`config.mk`:
```
export PLATFORM = sky130hd
export DESIGN_NAME = game_menu_ctrl
export DESIGN_NICKNAME = d
export VERILOG_FILES = /design/src/rtl/game_menu_ctrl.sv
export SDC_FILE = /design/constraint.sdc
export NUM_CORES = 1
export LEC_CHECK = 0
export ABC_AREA = 1
export CAP_MARGIN = 20
export CORE_MARGIN = 3
export CORE_UTILIZATION = 50
export CTS_BUF_LIST = sky130_fd_sc_hd__clkbuf_16
export CTS_CLUSTER_DIAMETER = 40
export DETAILED_ROUTE_END_ITERATION = 12
export GPL_ROUTABILITY_DRIVEN = 0
export PLACE_DENSITY = 0.68
export RECOVER_POWER = 50
export SLEW_MARGIN = 20
export SYNTH_ARGS = -nofsm -noshare
export SYNTH_HDL_FRONTEND = slang
export SYNTH_SLANG_ARGS = --single-unit
```
`constraint.sdc`:
```
create_clock -name clk -period 3 [get_ports clk]
set_clock_uncertainty 0.2 [all_clocks]
set_input_delay 0.3 -clock clk [delete_from_list [all_inputs] [get_ports clk]]
set_output_delay 0.3 -clock clk [all_outputs]
set_load 0.02 [all_outputs]
```
`src/rtl/game_menu_ctrl.sv`:
```
// Board-size menu and game start/return controller.
// Buttons step the size with lockout and auto-repeat; a click starts a game.
module game_menu_ctrl #(
  parameter int SIZE_W          = 3,
  parameter int SIZE_MIN        = 2,
  parameter int SIZE_MAX        = 4,
  parameter int SIZE_DEFAULT    = 2,
  parameter int DEBOUNCE_CYCLES = 100000000,
  parameter int REPEAT_DELAY    = 50000000,
  parameter int REPEAT_RATE     = 10000000,
  parameter int WRAP            = 0
) (
  input  logic              clk,
  input  logic              rst,
  input  logic              top,
  input  logic              bottom,
  input  logic              mouse_left,
  input  logic              game_over,
  output logic [SIZE_W-1:0] board_size,
  output logic              is_game_on,
  output logic              game_start
);

  localparam int CMAX = (DEBOUNCE_CYCLES > REPEAT_DELAY + 1)
                      ? DEBOUNCE_CYCLES : REPEAT_DELAY + 1;
  localparam int CW = $clog2(CMAX + 1);
  localparam int RW = $clog2(REPEAT_RATE + 1);

  localparam logic [CW-1:0]   DEB  = CW'(DEBOUNCE_CYCLES);
  localparam logic [CW-1:0]   DLY  = CW'(REPEAT_DELAY);
  localparam logic [RW-1:0]   RATE = RW'(REPEAT_RATE);
  localparam logic [SIZE_W:0] SMIN = (SIZE_W+1)'(SIZE_MIN);
  localparam logic [SIZE_W:0] SMAX = (SIZE_W+1)'(SIZE_MAX);

  typedef enum logic [1:0] {
    MENU     = 2'd0,
    GAME     = 2'd1,
    WAIT_REL = 2'd2
  } state_t;

  state_t state, state_nx;

  // bit 0 = top, bit 1 = bottom, bit 2 = mouse_left
  logic [2:0] s1, s2, pv, ed;
  logic [CW-1:0] lockout, hold;
  logic [RW-1:0] rcnt;
  logic one_btn, held, edge_ok, rpt_hit, do_step;
  logic [SIZE_W:0] sz_ext, sz_nx;

  assign ed      = s2 & ~pv;
  assign one_btn = s2[0] ^ s2[1];
  assign held    = one_btn & ((s2[0] & pv[0]) | (s2[1] & pv[1]));
  assign edge_ok = one_btn & (ed[0] | ed[1]) & (lockout == '0);

  always_comb begin
    rpt_hit = 1'b0;
    if (REPEAT_DELAY != 0 && held) begin
      if (hold != DLY) rpt_hit = (hold + CW'(1)) == DLY;
      else             rpt_hit = (rcnt + RW'(1)) == RATE;
    end
  end

  // a click in the same cycle wins over any size step
  assign do_step = (edge_ok | rpt_hit) & (state == MENU) & ~ed[2];

  always_comb begin
    sz_ext = {1'b0, board_size};
    sz_nx  = sz_ext;
    unique case (1'b1)
      s2[1]: begin
        if (sz_ext >= SMAX) sz_nx = (WRAP != 0) ? SMIN : sz_ext;
        else                sz_nx = sz_ext + 1'b1;
      end
      default: begin
        if (sz_ext <= SMIN) sz_nx = (WRAP != 0) ? SMAX : sz_ext;
        else                sz_nx = sz_ext - 1'b1;
      end
    endcase
  end

  always_ff @(posedge clk) begin
    if (!rst) state <= MENU;
    else      state <= state_nx;
  end

  always_comb begin
    state_nx = state;
    unique case (state)
      MENU:     if (ed[2])     state_nx = GAME;
      GAME:     if (game_over) state_nx = WAIT_REL;
      WAIT_REL: if (!s2[2])    state_nx = MENU;
      default:                 state_nx = MENU;
    endcase
  end

  always_comb begin
    is_game_on = (state == GAME);
  end

  always_ff @(posedge clk) begin
    if (!rst) begin
      s1         <= '0;
      s2         <= '0;
      pv         <= '0;
      lockout    <= '0;
      hold       <= '0;
      rcnt       <= '0;
      board_size <= SIZE_W'(SIZE_DEFAULT);
      game_start <= 1'b0;
    end else begin
      s1 <= {mouse_left, bottom, top};
      s2 <= s1;
      pv <= s2;
      if (edge_ok)              lockout <= DEB;
      else if (lockout != '0)   lockout <= lockout - CW'(1);
      if (!held || REPEAT_DELAY == 0) begin
        hold <= '0;
        rcnt <= '0;
      end else if (hold != DLY) begin
        hold <= hold + CW'(1);
      end else if (rcnt + RW'(1) == RATE) begin
        rcnt <= '0;
      end else begin
        rcnt <= rcnt + RW'(1);
      end
      if (do_step) board_size <= sz_nx[SIZE_W-1:0];
      game_start <= (state == MENU) & ed[2];
    end
  end

endmodule

```
=== After elaboration in Yosys (flattened, before gate mapping) ===
Index checks and enable logic that the tools add are counted.

* Register bits after elaboration: 93
* Bits of input ports: 6
* Output and inout port bits: 5

* $add $sub $neg: 5
* Order comparisons: 2
* Equal/unequal tests: 10
* Multiplexer cells: 12
* Bitwise gates (word level): 16
* Reductions and logical operators: 8

{| class="wikitable"
|+ Operator list
! kind !! count
|-
| two-way mux 27 bit || 2
|-
| adder 27 x 1 -> 27 bit (second input constant) || 1
|-
| == test 27 x 26 -> 1 bit (second input constant) || 1
|-
| zero test 27 bit || 1
|-
| != test 27 x 26 -> 1 bit (second input constant) || 1
|-
| nonzero test 27 bit || 1
|-
| subtractor 27 x 1 -> 27 bit (second input constant) || 1
|-
| adder 24 x 1 -> 24 bit (second input constant) || 1
|-
| == test 24 bit (second input constant) || 1
|-
| two-way mux 24 bit || 1
|-
| != test 2 bit (second input constant) || 5
|-
| two-way mux 3 bit || 3
|-
| bitwise AND 1 bit || 8
|-
| two-way mux 2 bit || 3
|-
| case mux 2 bit (3 select lines) || 1
|-
| AND reduction 3 bit || 2
|-
| adder 3 x 1 -> 3 bit (second input constant) || 1
|-
| bitwise AND 3 bit || 1
|-
| greater-or-equal comparator 3 bit (second input constant) || 1
|-
| less-or-equal comparator 3 x 2 -> 1 bit (second input constant) || 1
|-
| NOT 3 bit || 1
|-
| OR 1 bit || 3
|-
| subtractor 3 x 1 -> 3 bit (second input constant) || 1
|-
| == test 2 x 1 -> 1 bit (second input constant) || 1
|-
| 8 further kinds || 10
|}

=== Logic depth before layout (Yosys ltp) ===
* Depth after elaboration: 9
* Mapped depth: 20
* Mapped depth without buffers: 20

=== Worst setup path before layout ===
OpenSTA, ideal clock, no wires.

* Path kind: flip-flop to flip-flop
* Start point: register rcnt[1]
* End point: register rcnt[12]
* Arrival: 1.924 ns
* Required time: 2.664 ns
* Slack: 0.740 ns
* Stages on the path, launching flop included: 13
* Buffers on the path: 1
* Period minus slack after synthesis: 2.260 ns
* Path through: dfxtp_1 > ha_1 > nand2_4 > nor2_8 > nand2_4 > nor2_4 > xor2_2 > nand2_2 > nor2_2 > nand3_2 > nand2_1 > buf_2 > o32ai_1

* Word-level cells in the longest chain between the ends: 3

{| class="wikitable"
|+ RTL lines
! element !! RTL line !! text
|-
| from (decl) || 46 || <nowiki>logic [RW-1:0] rcnt;</nowiki>
|-
| from (signal assigned) || 124 || <nowiki>rcnt <= rcnt + RW'(1);</nowiki>
|-
| adder 24 x 1 -> 24 bit * || 121, 124 ||
|-
| == test 24 bit || 121 || <nowiki>end else if (rcnt + RW'(1) == RATE) begin</nowiki>
|-
| two-way mux 24 bit * || 121 ||
|}

Every way passes the cells marked *; elsewhere a longest branch is shown, timed or not.
A chain may end at the register's enable or synchronous reset.

=== Final worst setup path ===
* Start point: register rcnt[1]
* End point: register rcnt[22]

The elaborated chain is that of the path after synthesis.

==> flow_metrics.env <==
export IMPL_status="complete, no violations"
export IMPL_r2r_slack_ns=0.24
export IMPL_rr_worst_depth=12
export IMPL_slew_headroom_pct=46.1
export IMPL_synth_cell_types=45
export IMPL_cts_root_buf="clkbuf_16"
export IMPL_synth_top_cell_area_share_pct=35.0
export IMPL_holdBufCountCts=0
export IMPL_ys_flop_type="dfxtp_1"
export IMPL_io_pins=11
export IMPL_yosysMostFrequentCell="nand2_1"
export IMPL_fp_row_count=37
export IMPL_wl_per_cell_um=13.0
export IMPL_synth_edf_count=0
export IMPL_synth_seq_area_share_pct=35.0
export IMPL_tightest_slew_ns=0.807
export IMPL_end_kind="flip-flop"
export IMPL_min_to="game_start"
export IMPL_p_per_area_nw_per_um2=683
export IMPL_cp_slowest_cell="dfxtp_1"
export IMPL_final_layout_size_suffix_gt1_share_pct=6.67
export IMPL_cap_violations=0
export IMPL_dieArea_sq_um=11900
export IMPL_post_route_period_util_pct=92.1
export IMPL_grt_remaining_overflow=0
export IMPL_yosysTopAreaCell="dfxtp_1"
export IMPL_grt_pass1_wl_um=21700
export IMPL_grt_setup_unrepaired="false"
export IMPL_syn_cell_area_sq_um=5320
export IMPL_critPathMaxStageDelay_ns=0.43
export IMPL_crit_fanout=8
export IMPL_setup_violations=0
export IMPL_ys_ff_latch=93
export IMPL_crit_chain="ha_1, nand2_4, nor2_8, nand3_4, nor2_4, xor2_2, nand2_2, nor2_2, nand3_2, nand2_1, buf_4, o32ai_1"
export IMPL_vias_per_cell=5.30
export IMPL_die_w_um=109
export IMPL_drt_pass1_iterations=5
export IMPL_grt_pass1_vias=4793
export IMPL_vdd_drop_max_mv=0.383
export IMPL_critPathKind="flip-flop to flip-flop"
export IMPL_worstPathRequired_ns=2.99
export IMPL_nets=846
export IMPL_drc=0
export IMPL_ys_warn_count=0
export IMPL_hold_path_startpoint="pv[2]"
export IMPL_syn_avg_cell_area_sq_um=6.50
export IMPL_tritoncts="done"
export IMPL_areaGrowthSynthToFinish_pct=10.6
export IMPL_worstHoldPathCells=1
export IMPL_fin_crit_ns=2.76
export IMPL_whs_ns=0.217
export IMPL_preCtsSetupSlack_ns=0.303
export IMPL_fin_setup_tns_ns=0
export IMPL_die_y_um=109
export IMPL_max_clock_freq_mhz=362
export IMPL_cp_start_kind="flip-flop"
export IMPL_cts_max_level=3
export IMPL_antenna_found_initial=0
export IMPL_postSynth_asyncResetShare_pct=0
export IMPL_path_clk_slew_ns=0.07
export IMPL_dp_final_hpwl_um=9670
export IMPL_netlist_instances=819
export IMPL_finalWirelength_um=12700
export IMPL_fill_cells=1028
export IMPL_ant_nets=0
export IMPL_core_area_sq_um=10300
export IMPL_setup_ws_ns=0.237
export IMPL_rr_startpoint="rcnt[1]"
export IMPL_num_vias=5174
export IMPL_final_hold_viol_count=0
export IMPL_track_usage_pct=22.7
export IMPL_drtIter0Drc=247
export IMPL_clock_sink_count=93
export IMPL_arrival_ns=2.75
export IMPL_insertedDiodeCount=0
export IMPL_r2r_end="rcnt[22]"
export IMPL_synth_area_top_cells="dfxtp_1, nand2_1, nor2_1, inv_1, nand3_1"
export IMPL_p_leak_nw=2.28
export IMPL_cts_buffers=9
export IMPL_start_util_pct=51.5
export IMPL_insertion_delay_ns=0.35
export IMPL_fin_util_pct=57.0
export IMPL_synth_top_cells_by_count="nand2_1, nor2_1, inv_1, dfxtp_1, nand3_1"
export IMPL_power_total_mw=4.02
export IMPL_grt_max_degree=24
export IMPL_port_buffers=10
export IMPL_synth_fp_nets=830
export IMPL_hold_class="flip-flop to flip-flop"
export IMPL_drv_slew=0
export IMPL_cts_buffer_depth=2
-- registers in the layout (all words and copies together), names as in the netlist --
register / cells
game_start: 1
state: 2
hold: 27
board_size: 3
lockout: 27
pv: 3
rcnt: 24
s1: 3
s2: 3
-- layout by cell type, fill, tap and decap left out, types with 2 or more instances in the layout --
master and count:
a211oi_1 3, ha_1 4, xnor2_1 7, o21ai_0 26, clkbuf_16 9, nand3b_1 2, xor2_2 2, nor3_1 15
buf_4 4, inv_1 115, nand4_1 22, clkdlybuf4s50_1 4, o32ai_1 12, nand2_2 8, dfxtp_1 93, nand3_1 47
o21bai_1 2, clkbuf_1 2, nor2_1 141, nand2_4 3, nor4_1 10, and2_1 2, nor2_2 6, o22ai_1 7
xor2_1 10, a21oi_1 25, dlygate4sd3_1 6, nand3_2 4, nor2_4 8, or2_2 2, nand2_1 210, a31oi_1 8
clkinv_1 3
-- through the flow --
| step | instance area, sq um | instances |
|---|---|---|
| finish | 5880 | 976 |
| global route | 5880 | 976 |
| CTS | 5890 | 976 |
| detailed placement | 5590 | 960 |
| global placement | 5590 | 960 |
| floorplan | 5320 | 819 |
-- cell families (layout without fill, tap and decap cells) --
logic type | Yosys count | after routing | synth area share [%]
compound gates | 88 | 88 | 10.0
xor+xnor | 19 | 19 | 3.41
fa+ha+maj | 5 | 5 | 1.32
buf+inv | 127 | 148 | 9.10
flops | 93 | 93 | 35.0
simple gates | 487 | 487 | 41.2
-- worst max-delay path, delay by kind of cell, from the launching register on --
family | cells | cell delay, ns
xor+xnor | 1 | 0.24
compound gates | 1 | 0.10
simple gates | 8 | 1.13
flops | 1 | 0.43
fa+ha+maj | 1 | 0.28
buf+inv | 1 | 0.24
-- worst max path at each step --
stage,slack [ns],cells after the start,startpoint,end
6_report,0.24,12,rcnt[1],rcnt[22]
5_1_grt,0.04,17,hold[1],board_size[2]
4_1_cts,0.27,15,rcnt[1],rcnt[22]
3_5_place_dp,0.30,19,hold[1],board_size[0]
3_3_place_gp,0.33,18,hold[1],board_size[2]
2_1_floorplan,0.74,12,rcnt[1],rcnt[12]
-- area by class of cell --
cell class	instances	area (sq um)	area share, %
flip-flops and latches	93	1860	31.6
well taps	136	170	2.89
clock buffers	9	225	3.83
repair buffers	16	138	2.34
inverters	116	435	7.40
clock inverters	7	73.8	1.25
multi-input cells	599	2980	50.6
-- report_power, final --
group	total (mW)	internal (mW)	switching (mW)
Combinational	1.29	0.462	0.830
Sequential	1.56	1.41	0.149
Clock	1.16	0.651	0.513
-- per-layer routing --
layer / vias up / share of wire [%] / track usage (%)
met5: - / 0 / 0
met1: 2369 / 46 / 29.6
li1: 2677 / - / -
met2: 108 / 48 / 37.8
met3: 20 / 4.0 / 3.14
met4: 0 / 2.3 / 9.38
-- timing repair --
action,in CTS,in global routing
endpoints found under the hold margin,0,0
setup endpoints to repair,0,1
setup buffers,0,0
resized for setup,0,1
No activity file was read; power rests on OpenSTA's default activity.
